===== src/rtl/alu_product_bcd_converter.sv =====
// rtl/alu_product_bcd_converter.sv - sequential double-dabble binary-to-BCD converter for the multiplier product
// Optional feature: `define BCD_BLANK_EN adds the leading-zero blank output.
module alu_product_bcd_converter #(
  parameter int WIDTH  = 16,
  parameter int DIGITS = 5
) (
  input  logic                  clk,
  input  logic                  rst_n,
  input  logic                  in_valid,
  output logic                  in_ready,
  input  logic [WIDTH-1:0]      P,
  input  logic                  Final_sign,
  output logic [DIGITS*4-1:0]   bcd_out,
  output logic                  sign_out,
  output logic                  done,
`ifdef BCD_BLANK_EN
  output logic [DIGITS-1:0]     blank,
`endif
  output logic                  busy
);

  localparam int BW = DIGITS * 4;
  localparam int CW = $clog2(WIDTH + 1);
  localparam logic [CW-1:0] LAST = CW'(WIDTH - 1);

  localparam logic [1:0] S_IDLE  = 2'd0;
  localparam logic [1:0] S_SHIFT = 2'd1;
  localparam logic [1:0] S_DONE  = 2'd2;

  logic [1:0]       state;
  logic [CW-1:0]    count;
  logic [WIDTH-1:0] bin_sr;
  logic [BW-1:0]    bcd_sr;
  logic [BW-1:0]    bcd_adj;
  logic             sign_r;

  assign in_ready = (state == S_IDLE);
  assign busy     = ~in_ready;

  // Add-3 correction on the pre-shift nibbles so each digit carries correctly after doubling.
  always_comb begin
    bcd_adj = bcd_sr;
    for (int i = 0; i < DIGITS; i++) begin
      if (bcd_sr[4*i +: 4] >= 4'd5) begin
        bcd_adj[4*i +: 4] = bcd_sr[4*i +: 4] + 4'd3;
      end
    end
  end

`ifdef BCD_BLANK_EN
  localparam logic [DIGITS-1:0] BLANK_RST = {{(DIGITS-1){1'b1}}, 1'b0};
  logic [DIGITS-1:0] blank_next;
  logic              hi_zero;

  // Digit 0 is never blanked so a zero result still shows one "0".
  always_comb begin
    blank_next = '0;
    hi_zero    = 1'b1;
    for (int i = DIGITS - 1; i >= 1; i--) begin
      hi_zero       = hi_zero & (bcd_sr[4*i +: 4] == 4'd0);
      blank_next[i] = hi_zero;
    end
  end
`endif

  always_ff @(posedge clk or negedge rst_n) begin
    if (!rst_n) begin
      state    <= S_IDLE;
      count    <= '0;
      bin_sr   <= '0;
      bcd_sr   <= '0;
      sign_r   <= 1'b0;
      bcd_out  <= '0;
      sign_out <= 1'b0;
      done     <= 1'b0;
`ifdef BCD_BLANK_EN
      blank    <= BLANK_RST;
`endif
    end else begin
      done <= 1'b0;
      case (state)
        S_IDLE: begin
          if (in_valid) begin
            bin_sr <= P;
            bcd_sr <= '0;
            sign_r <= Final_sign;
            count  <= '0;
            state  <= S_SHIFT;
          end
        end
        S_SHIFT: begin
          bcd_sr <= {bcd_adj[BW-2:0], bin_sr[WIDTH-1]};
          bin_sr <= {bin_sr[WIDTH-2:0], 1'b0};
          count  <= count + CW'(1);
          if (count == LAST) begin
            state <= S_DONE;
          end
        end
        S_DONE: begin
          bcd_out  <= bcd_sr;
          // Negative zero is shown as plain zero.
          sign_out <= sign_r & (bcd_sr != '0);
          done     <= 1'b1;
`ifdef BCD_BLANK_EN
          blank    <= blank_next;
`endif
          state    <= S_IDLE;
        end
        default: state <= S_IDLE;
      endcase
    end
  end

endmodule


===== config.mk =====
export PLATFORM = sky130hd
export DESIGN_NAME = alu_product_bcd_converter
export DESIGN_NICKNAME = d
export VERILOG_FILES = /design/src/rtl/alu_product_bcd_converter.sv
export SDC_FILE = /design/constraint.sdc
export NUM_CORES = 1
export LEC_CHECK = 0
export ABC_AREA = 1
export BUFFER_PORTS_ARGS = -buffer_cell sky130_fd_sc_hd__buf_2
export CAP_MARGIN = 20
export CORE_AREA = 2 2 77 79
export DETAILED_ROUTE_END_ITERATION = 16
export DIE_AREA = 0 0 79 81
export PLACE_DENSITY = 0.81
export SYNTH_ARGS = -nofsm -noshare
export SYNTH_HDL_FRONTEND = slang
export SYNTH_SLANG_ARGS = --single-unit

===== constraint.sdc =====
create_clock -name clk -period 2.14 [get_ports clk]
set_clock_uncertainty 0.15 [all_clocks]
set_input_delay 0.321 -clock clk [delete_from_list [all_inputs] [get_ports clk]]
set_output_delay 0.321 -clock clk [all_outputs]
set_load 0.02 [all_outputs]

## Yosys cells after proc, flatten, opt, wreduce, memory -nomap -nowiden

Index checks and enable logic that the tools add are counted.
Widths: inputs -> output; s select.

- Reductions and logical operators: 6
- Equality and inequality tests: 5
- $add $sub $neg: 6
- Bitwise logic cells: 2
- Order comparisons: 5
- Mux-type cells: 15

Operators by type and width:

| kind | number |
|---|---|
| $pmux 20 s2 | 1 |
| $pmux 16 s2 | 1 |
| $ge 4x3->1 const B | 5 |
| $mux 20 | 1 |
| $reduce_bool 20->1 | 1 |
| $add 4x2->4 const B | 4 |
| $mux 16 | 1 |
| $mux 4 | 4 |
| $pmux 5 s2 | 1 |
| $reduce_and 2->1 | 3 |
| $add 5x1->5 const B | 1 |
| $eq 5x4->1 const B | 1 |
| $mux 5 | 1 |
| $mux 2 | 2 |
| $ne 2x2->1 const B | 2 |
| $pmux 2 s2 | 1 |
| $add 3x2->3 const B | 1 |
| $mux 3 | 1 |
| $eq 2x1->1 const B | 1 |
| $eq 2x2->1 const B | 1 |
| $logic_not 2->1 | 1 |
| $reduce_bool 2->1 | 1 |
| $and 1x1->1 | 1 |
| $mux 1 | 1 |
| $not 1->1 | 1 |

- Logic and storage cells: 47
- Output and inout port bits: 24
- Input port bits: 20
- Register bits: 66

## Longest topological paths before layout

Gate-level depths: netlist of run 1.

- Depth in word-level cells: 3
- Depth in mapped cells: 9
- Depth with buffers taken out: 9

## Worst setup path after synthesis of run 1

No wires, ideal clock.

- Path kind: reg2reg
- Start: register state[0]
- End: register count[2]
- Data arrival time: 1.097 ns
- Setup slack: 0.774 ns
- Buffers on the path: 1
- Stages on the path, launching flop included: 8
- Clock period less this slack: 1.366 ns
- Required time: 1.871 ns
- Setup time: 0.119 ns
- Path through: dfrtp_1 > nor2_4 > nand2_4 > nand2_4 > inv_4 > buf_6 > nand2_1 > o21ai_2

- Cells in the longest elaborated chain, start to end: 3
- Elaborated cells between the ends (all ways): 6
- Classes of those cells: 2 x eq/ne; 1 x mux; 3 x reduce/logical

RTL lines:

| what | RTL line | RTL |
|---|---|---|
| start: declaration | 30 | `logic [1:0] state;` |
| start signal: assignment | 68 | `state <= S_IDLE;` |
| start signal: assignment | 88 | `state <= S_SHIFT;` |
| start signal: assignment | 96 | `state <= S_DONE;` |
| $logic_not 2->1 (*) | n/a |  |
| named net in_ready | 10 | `output logic in_ready,` |
| $ne 2x2->1 (no source line) / $reduce_bool 2->1 (equally long branches) | n/a |  |
| $reduce_and 2->1 (no source line) | n/a |  |
| end signal: assignment | 94 | `count <= count + CW'(1);` |
| end: declaration | 31 | `logic [CW-1:0] count;` |

Mark *: on every way through the listed nets, which the timed path passes. The rest lies on a longest branch.
A chain may end at the register's enable or synchronous reset.

## Worst setup path in the final report of run 1

- Start: register state[0]
- End: output busy

- Cells in the longest elaborated chain, start to end: 2

RTL lines:

| what | RTL line | RTL |
|---|---|---|
| $logic_not 2->1 | 37 | `assign in_ready = (state == S_IDLE);` |
| $not 1->1 | 38 | `assign busy = ~in_ready;` |
| end: declaration | 19 | `output logic busy` |

No other way between the ends.

==> impl_results.md, run 1 <==
- Outcome: finished, final reports clean
- Setup crit start: state[0]$_DFFE_PN0P_
- Final Power: a little under 0.006 W
- Post_cts resized: 0
- Final Hold Viols: 0
- Die height: slightly above 80 um
- Critical Path Sink Type: output pin
- Final setup vio count: 0
- Seq cells post-synth: 66
- Hold path endpoint: bin_sr[0]$_DFFE_PN0P_
- Post-CTS setup buffers: 0
- CTS root buffer: clkbuf_8
- Critical path class: register to output pin
- Worst path bufs/invs: 2
- Largest net degree at the start of global routing: 43
- Flop pwr share: 0.373
- Hold-fix buffers, CTS: 1
- Total gr overflow: 0
- Worst flop-to-flop path endpoint: bcd_sr[8]$_DFFE_PN0P_
- Via density: roughly 5
- Crit start category: register
- Detailed Route Iter0 Violations: about 180
- Clock Power Share: 0.183
- Clock slew seen by the registers of the worst setup and hold paths: 70 ps
- Max-Cap Viols: 0
- Slowest-stage cell, CP: dfrtp_1
- Yosys warns: 0
- CP Cell Sequence: nor2_4, inv_1, buf_2
- Total leakage power: 1.98 nW
- Cts bufs inserted: 9
- WP data arrival: 1180 ps
- Row cnt: 28
- Antenna diode instance count: 0
- Peak supply drop: 0.803 mV
- Die area: 6400 um2
- Crit-path leading delay family: flip-flops
- Post-synth top area share: 0.509
- Post-route DRC: 0
- Worst Hold Launch: P[0]
- Fmax: 607 MHz
- Number of synthesized flops with an enable pin: 0
- Net switching power: 0.00259 W
- Area contributors post-synth: dfrtp_1 (51%), nand2_1 (17%), nand3_1 (6.5%)
- GPL Wtd Cong: 0.804
- Pre-Repair DR Iteration Count: 4
- Clk_lat worst skew: 350 ps
- Critical Path RT: 1670 ps
- Most frequent cell after synthesis: nand2_1
- Post-route worst setup slack: slightly below 500 ps
- Worst rel slew slack: 0.677
- Dpl ws: 642 ps
- Distinct cells, synth: 19
- Clock buffer depth: 2
- Post-Syn Area: between 3000 and 4000 um2
- Class of the worst hold path: primary input to register
- Synth cell count leaders: nand2_1 (146), dfrtp_1 (66), nand3_1 (42), inv_1 (36), o21ai_0 (36)
- Seq/Total Area, Yosys: 0.509
- R2R Path Start: bcd_sr[4]$_DFFE_PN0P_
- Finished Cell Area: 3700 um2
- Ys flop type: dfrtp_1
- IO Port Bufs: 43
- Die Wd: 79 um
- Avg WL per Cell: 12.5 um
- Cells after synthesis: 392
- Slew @ Worst Pin: 485 ps
- Vias in the first global route: 2435
- I/O pins: 44
- Total track usage: 0.228
- Nets@finish: approximately 470
- Sw frac: 0.437
- Vias: 2650
- HPWL Detailed: approximately 4.3 mm
- Clk sink count: 66
- FF-to-FF setup slack: 590 ps
- Detail Route Antenna Nets: 0
- FFs w/ async S/R, synth: 1.00
- PD cells: 1600 nW/um2
- Syn Nets: 428
- Combinational share of power: 0.444
- Period minus WS final: 1650 ps
- RSZ-0062 raised after global routing: false
- Synth area leader: dfrtp_1
- Area after DPL: 3490 um2
- Placed insts: 501
- Routed WL: between 6 and 7 mm
- Hold depth: 3
- Non-filler cells, final: roughly 520
- H-tree depth: 3
- Reg2Reg Depth: 7
- Global-route wire length before repair: approximately 11 mm
- Syn Area/Cell: 8.28 um2
- Tcrit/Tclk final: 0.770
- Layout cells sized above 1: 0.156
- Core area: 5680 um2
- Layout area overhead: 14.0%
- Crit-path max FO: 3
- CP max stage delay: between 400 and 500 ps
- Number of antenna violations at the first check in global routing: 0
- Initial Util: 0.572
- Int Pwr: 0.00334 W
- TritonCTS clock tree: done
- Fin Setup TNS: 0 ps
- Max-slew violation count: 0
worst min-delay path, cell delays in order:
cell and delay, ps:
buf_2 80, nand2_1 40, nand2_1 60
flip-flops by register name, indices dropped and copies added, names as in the netlist:
name / count
bcd_out: 20
bcd_sr: 20
bin_sr: 16
count: 5
state: 2
done: 1
sign_out: 1
sign_r: 1
power by group through the flow:
stage	clock network (W)	logic, W	registers (W)
after global routing	0.00115	0.00302	0.00228
after detailed placement	0	0.00259	0.00222
after global placement	0	0.00248	0.00220
after CTS	0.00110	0.00264	0.00221
final	0.00109	0.00263	0.00221
after floorplan	0	0.00186	0.00233
cell families after synthesis:
kind of cell	synth area share
compound gates	0.0667
flops	0.509
fa+ha+maj	0.0617
simple gates	0.282
buf+inv	0.0806
worst max path at each step:
stage / depth (start not counted) / slack, ps / endpoint
6_report: 3 / 490 / busy
5_1_grt: 3 / 420 / busy
4_1_cts: 3 / 470 / busy
3_5_place_dp: 7 / 640 / bcd_sr[8]$_DFFE_PN0P_
3_3_place_gp: 7 / 690 / bcd_sr[8]$_DFFE_PN0P_
2_1_floorplan: 7 / 770 / count[2]$_DFFE_PN0P_
stage by stage:
step	utilization	hold slack [ps]
global route	0.652	26.1
floorplan	-	-125
global placement	0.614	157
detailed placement	0.614	159
CTS	0.652	15.8
finish	0.652	31.3
final cells by class:
cell class,count,area (um2)
well taps,75,93.8
multi-input cells,274,1330
flip-flops and latches,66,1650
clock buffers,13,169
inverters,40,158
fillers,479,1980
repair buffers,47,260
clock inverters,2,35.0
cells in the final DEF, fill, tap and decap left out, types with 2 or more instances in the layout:
master	netlist	final
a21oi_1	2	2
buf_4	5	2
nand4_1	9	9
nand3_1	42	42
o22ai_1	2	2
dfrtp_1	66	66
inv_4	3	3
inv_1	36	36
ha_1	16	16
nor2_1	15	15
nand2_1	146	146
nand2_4	3	3
buf_2	2	43
o21ai_0	36	36
clkbuf_8	0	12
layer usage:
layer  share of wire  wire length, um  vias up  global-route usage
li1                -                -     1347                   -
met4           0.023              146        0               0.131
met5               0                0        -                   0
met3           0.048              308       15              0.0478
met1            0.46             3010     1221               0.289
met2            0.47             3020       67               0.364
(Power assumes the default switching activity.)
==> run 2: changes to the inputs <==
ABC_AREA = 0   (was 1)
CORE_AREA = 2 2 81 83   (was 2 2 77 79)
DIE_AREA = 0 0 83 85   (was 0 0 79 81)
PLACE_DENSITY = 0.73   (was 0.81)
clock period = 1.4 ns   (was 2.14 ns; I/O delays follow)
==> run 2 against run 1 <==
  * Largest power group unchanged
  * Core utilization increased by 19 points
  * Via count up 8.6%
  * Synthesized cell count shrank 29%
  * Synthesized area decreased by 6.2%
  * Non-clock buffer count up 97
  * The flow now finishes with violations (negative setup slack)
  * Global-route usage up 4.9 points
  * Critical path depth increased by 2
  * Cell count shrank 2.3%
==> impl_results.md, run 2 <==
- Post-synth top area share: 0.543 (+0.0337)
- Row cnt: 29 (+3.6%)
- Largest net degree at the start of global routing: 67 (+56%)
- Worst rel slew slack: 0.748 (+0.0707)
- Most frequent cells in the layout: dfrtp_1 (65), buf_4 (50), buf_2 (41)
- Core area: 6200 um2 (+9.3%)
- Cts bufs inserted: 9 (unchanged)
- Failing checks: negative setup slack
- CTS root buffer: clkbuf_8
- Max-Cap Viols: 0 (unchanged)
- Seq cells post-synth: 66 (unchanged)
- Post-Syn Area: 3040 um2 (-6.2%)
- Initial Util: 0.491 (-0.0812)
- Detail Route Antenna Nets: 0 (unchanged)
- Dpl ws: -319 ps (-961 ps)
- Max-slew violation count: 0 (unchanged)
- Crit start category: register
- Number of synthesized flops with an enable pin: 0 (unchanged)
- Clk_lat worst skew: 380 ps (+30 ps)
- Cells after synthesis: 280 (-29%)
- Fin Setup TNS: -8750 ps (-8750 ps)
- Clock buffer depth: 2 (unchanged)
- FF-to-FF setup slack: -280 ps (-870 ps)
- Detailed Route Iter0 Violations: 179 (+1.1%)
- Via density: 5.70 (+11%)
- Critical path class: register to register
- Final Power: 0.0139 W (+140%)
- Peak supply drop: 1.65 mV (+110%)
- Fmax: just under 600 MHz
- Post-route DRC: 0 (unchanged)
- TritonCTS clock tree: done
- FFs w/ async S/R, synth: 1.00 (unchanged)
- Yosys warns: 0 (unchanged)
- Crit-path max FO: 3 (unchanged)
- Seq. cell area: 1650 um2 (about the same)
- Nets@finish: 459 (-3.2%)
- Routed WL: 10.4 mm (+61%)
- Total leakage power: 2.55 nW (+29%)
- Period minus WS final: 1680 ps
- I/O pins: 44 (unchanged)
- Die Wd: 83 um (+5.1%)
- Outcome: finished, violations left
- Die height: 85 um (+4.9%)
- Placed insts: 443 (-12%)
- Synth area leader: dfrtp_1
- Largest regs: bcd_out (20), bcd_sr (20), bin_sr (16)
- Antenna diode instance count: 0 (unchanged)
- Worst flop-to-flop path endpoint: sign_out$_DFFE_PN0P_
- Filler cells: 288 (-40%)
- Final Hold Viols: 0 (unchanged)
- Total gr overflow: 0 (unchanged)
- Number of antenna violations at the first check in global routing: 0 (unchanged)
- Total track usage: 0.277 (+0.0490)
- Tcrit/Tclk final: 1.20
- Critical Path Sink Type: register
- IO Port Bufs: 43 (unchanged)
- Layout cells sized above 1: 0.621 (+0.465)
- RSZ-0062 raised after global routing: true
- Non-filler cells, final: 505 (-2.3%)
- Critical Path RT: 1500 ps (-170 ps)
- Class of the worst hold path: primary input to asynchronous set/reset pin
- Distinct cells, synth: 39 (+20)
- Die area: 7060 um2 (+10%)
- Most frequent cell after synthesis: dfrtp_1
- PD cells: 2670 nW/um2 (+66%)
- Area contributors post-synth: dfrtp_1 (54%), nand2_1 (6.7%), ha_1 (6.6%)
- Avg WL per Cell: 20.7 um (+65%)
- Syn Area/Cell: 10.9 um2 (+31%)
- HPWL Detailed: 4.48 mm (+3.2%)
- Seq/Total Area, Yosys: 0.543 (+0.0337)
- Multi-input gate area: 1900 um2 (+42%)
- Post-route worst setup slack: -284 ps (-776 ps)
- Syn Nets: 316 (-26%)
- Clk sink count: 66 (unchanged)
- Commonest non-fill, non-tap cell in the layout: dfrtp_1
- Synth cell count leaders: dfrtp_1 (66), nand2_1 (54), o21ai_0 (20), ha_1 (16), a22oi_1 (15)
- Setup crit start: bcd_sr[12]$_DFFE_PN0P_
- Reg2Reg Depth: 5 (-2)
- Slew @ Worst Pin: 375 ps (-110 ps)
- Vias in the first global route: 3017 (+24%)
- Layout area overhead: 71.8%
- Global-route wire length before repair: 14.9 mm (+34%)
- Ys flop type: dfrtp_1
- R2R Path Start: bcd_sr[12]$_DFFE_PN0P_
- Clock slew seen by the registers of the worst setup and hold paths: 90 ps (+20 ps)
- GPL Wtd Cong: 0.820 (+2.0%)
- Pre-Repair DR Iteration Count: 4 (unchanged)
- Vias: 2879 (+8.6%)
- WP data arrival: 1780 ps (+600 ps)
- H-tree depth: 3 (unchanged)
- Final setup vio count: 56 (+56)
[run 2: timing repair]
item / 4_1_cts / 5_1_grt
endpoints found under the hold margin: 83 / 0
endpoints found under the setup margin: 55 / 66
hold buffers: 18 / 0
pin swaps: 23 / 31
buffers inserted: 18 / 8
gates resized for setup: 86 / 79
cloned: 7 / 2
[run 2: area by class of cell]
class | instances | area share
Clock buffer | 9 | 0.0237
Multi-Input combinational cell | 189 | 0.363
Sequential cell | 66 | 0.316
Timing Repair Buffer | 144 | 0.247
Clock inverter | 7 | 0.0225
Tap cell | 77 | 0.0184
Inverter | 13 | 0.00933
[run 2: per-layer routing]
layer	part of all wire	track usage	up-vias
met3	0.045	0.0613	47
li1	-	-	1286
met5	0	0	-
met4	0.056	0.174	0
met1	0.36	0.294	1429
met2	0.54	0.498	117
[run 2: critical path, cell delays in order, from the launching register on]
cell      delay [ps]
dfrtp_1          400
inv_2            110
ha_4             120
or4b_4           480
o311ai_4         240
nand2_1           70
[run 2: worst max path at each step]
stage	depth (start not counted)	to
2_1_floorplan	6	bcd_sr[15]$_DFFE_PN0P_
3_3_place_gp	5	sign_out$_DFFE_PN0P_
3_5_place_dp	5	sign_out$_DFFE_PN0P_
4_1_cts	5	sign_out$_DFFE_PN0P_
5_1_grt	5	sign_out$_DFFE_PN0P_
6_report	5	sign_out$_DFFE_PN0P_
[run 2: stage by stage]
stage | cell area, um2 | util | hold WS, ps
floorplan | 3180 | - | -236
global route | 5230 | 0.843 | 295
global placement | 3860 | 0.623 | 105
CTS | 4940 | 0.797 | 263
detailed placement | 3860 | 0.623 | 107
finish | 5230 | 0.843 | 233
[run 2: cells by family (layout without fill, tap and decap cells)]
group | after synthesis | in the layout | synth area share
xor+xnor | 6 | 6 | 0.0173
simple gates | 82 | 83 | 0.129
mux | 15 | 15 | 0.0543
fa+ha+maj | 16 | 16 | 0.0658
flops | 66 | 66 | 0.543
buf+inv | 26 | 173 | 0.0390
compound gates | 69 | 69 | 0.152
[run 2: power breakdown]
group	internal [W]	leakage [nW]	switching [W]
clock	0.00118	0.123	0.000836
combinational	0.00434	1.60	0.00415
sequential	0.00275	0.824	0.000683
total	0.00827	2.55	0.00567
==> run 3: changes to the inputs <==
CORE_AREA = 2 2 104 106   (was 2 2 81 83)
DIE_AREA = 0 0 106 108   (was 0 0 83 85)
PLACE_DENSITY = not set   (was 0.73)
==> run 3 against run 2 <==
  * Global-route usage shrank 13 points
  * Critical endpoint unchanged
  * Power is 4.3% lower
  * Critical path type unchanged
  * Non-clock buffer count rose by 2
  * Die area grew 62%
  * The run still ends with negative setup slack left
==> impl_results.md, run 3 (same netlist as run 2, synthesis figures left out) <==
- IO Port Bufs: 43 (unchanged)
- Largest net degree at the start of global routing: 67 (unchanged)
- Die Wd: 106 um (+28%)
- Area after DPL: 3970 um2 (+2.6%)
- Outcome: finished, violations left
- Critical Path RT: 1480 ps (-20 ps)
- Antenna diode instance count: 0 (unchanged)
- Peak supply drop: 1.20 mV (-27%)
- Max-Cap Viols: 0 (unchanged)
- I/O pins: 44 (unchanged)
- Number of antenna violations at the first check in global routing: 0 (unchanged)
- Initial Util: 0.298 (-0.193)
- Critical path class: register to register
- Final setup vio count: 65 (+16%)
- Detailed Route Iter0 Violations: 73 (-59%)
- Critical Path Sink Type: register
- Post-route worst setup slack: -260 ps (+24.0 ps)
- Die area: 11400 um2 (+62%)
- Clock slew seen by the registers of the worst setup and hold paths: 80 ps (about the same)
- Worst path bufs/invs: 1 (unchanged)
- TritonCTS clock tree: done
- Placed insts: 504 (+14%)
- Post-route DRC: 0 (unchanged)
- Tcrit/Tclk final: 1.19 (-0.0171)
- Total track usage: 0.144 (-0.133)
- H-tree depth: 3 (unchanged)
- Vias: 2708 (-5.9%)
- WP data arrival: 1740 ps (-40 ps)
- Layout area overhead: 75.3%
- Slew @ Worst Pin: 415 ps (+40.0 ps)
- Finished Cell Area: 5340 um2 (+2.0%)
- CP max stage delay: 460 ps (-20 ps)
- Clk_lat worst skew: 350 ps (-30 ps)
- RSZ-0062 raised after global routing: true
- Avg WL per Cell: 15.8 um (-23%)
- Commonest non-fill, non-tap cell in the layout: dfrtp_1
- CP Cell Sequence: inv_2, ha_2, or4b_4, o311ai_4, nand2_1
- Largest regs: bcd_out (20), bcd_sr (20), bin_sr (16)
- CTS root buffer: clkbuf_8
- Pre-Repair DR Iteration Count: 4 (unchanged)
- Via density: 4.78 (-16%)
- PD cells: 2500 nW/um2 (-6.2%)
- Clock buffer depth: 2 (unchanged)
- Global-route wire length before repair: 12.8 mm (-14%)
- Failing checks: negative setup slack
- Core area: 10200 um2 (+65%)
- Worst rel slew slack: 0.724 (-0.0240)
- HPWL Detailed: 4.78 mm (+6.7%)
- Non-filler cells, final: 566 (+12%)
- Crit start category: register
- Fmax: 602 MHz (+1.4%)
- Detail Route Antenna Nets: 0 (unchanged)
- Max-slew violation count: 0 (unchanged)
- Vias in the first global route: 2581 (-14%)
- Fin Setup TNS: -8870 ps (-122 ps)
- Cts bufs inserted: 9 (unchanged)
- Period minus WS final: 1660 ps (-24.0 ps)
- Layout cells sized above 1: 0.628 (+0.00641)
- Nets@finish: 461 (+0.44%)
- Die height: 108 um (+27%)
- Routed WL: 8.96 mm (-14%)
- Slowest-stage cell, CP: or4b_4
- Final Hold Viols: 0 (unchanged)
- GPL Wtd Cong: 0.776 (-5.4%)
- Class of the worst hold path: primary input to asynchronous set/reset pin
- Crit-path leading delay family: simple AND/OR/NAND/NOR gates
- Clk sink count: 66 (unchanged)
- Total leakage power: 2.60 nW (+2.0%)
- Most frequent cells in the layout: dfrtp_1 (66), buf_4 (55), buf_2 (41)
- Crit-path max FO: 3 (unchanged)
- Row cnt: 37 (+28%)
- Total gr overflow: 0 (unchanged)
==> run 3: report_power, final <==
group	leakage, nW	internal [W]	switching (W)
registers	0.826	0.00275	0.000698
clock network	0.120	0.00118	0.000794
logic	1.65	0.00415	0.00377
==> run 3: repair_timing <==
action | 4_1_cts | 5_1_grt
gates resized for setup | 33 | 134
cloned | 3 | 6
hold buffers | 18 | 0
hold endpoints to repair | 83 | 0
endpoints found under the setup margin | 59 | 64
pin swaps | 10 | 34
setup buffers | 14 | 8
==> run 3: per-stage QoR <==
stage	total power [W]	hold slack, ps	util	setup slack, ps
after floorplan	0.00667	-236	-	-254
after detailed placement	0.00880	107	0.388	-243
final	0.0133	254	0.522	-260
after global routing	0.0142	286	0.522	-322
after global placement	0.00865	107	0.388	-242
after CTS	0.0118	264	0.459	-237
==> run 3: area by class of cell <==
| type | instances | area [um2] |
|---|---|---|
| clock buffers | 9 | 124 |
| repair buffers | 146 | 1300 |
| inverters | 13 | 48.8 |
| fillers | 861 | 4890 |
| well taps | 136 | 170 |
| clock inverters | 7 | 116 |
| multi-input cells | 189 | 1930 |
| flip-flops and latches | 66 | 1650 |
==> run 3: path summary, 6_finish.rpt <==
| check | start | depth (start not counted) | to | slack (ps) |
|---|---|---|---|---|
| setup / recovery | bcd_sr[12]$_DFFE_PN0P_ | 5 | sign_out$_DFFE_PN0P_ | -260 |
| setup reg to reg | bcd_sr[12]$_DFFE_PN0P_ | 5 | sign_out$_DFFE_PN0P_ | -260 |
| hold / removal | rst_n | 3 | bcd_out[11]$_DFFE_PN0P_ | 250 |
| min in group clk | bcd_out[13]$_DFFE_PN0P_ | 2 | bcd_out[13]$_DFFE_PN0P_ | 330 |
| hold reg to reg | bcd_out[13]$_DFFE_PN0P_ | 2 | bcd_out[13]$_DFFE_PN0P_ | 330 |
| max in group asynchronous | rst_n | 3 | state[1]$_DFFE_PN0P_ | 540 |
==> run 3: worst min-delay path, stage by stage <==
cell and delay, ps:
dlygate4sd3_1 520, buf_2 120, buf_12 310
==> run 3: metal layers <==
layer	track usage	routed length, um	up-vias
li1	-	-	1290
met1	0.175	3700	1342
met2	0.249	4760	62
met3	0.0458	375	14
met4	0.0357	128	0
met5	0	0	-
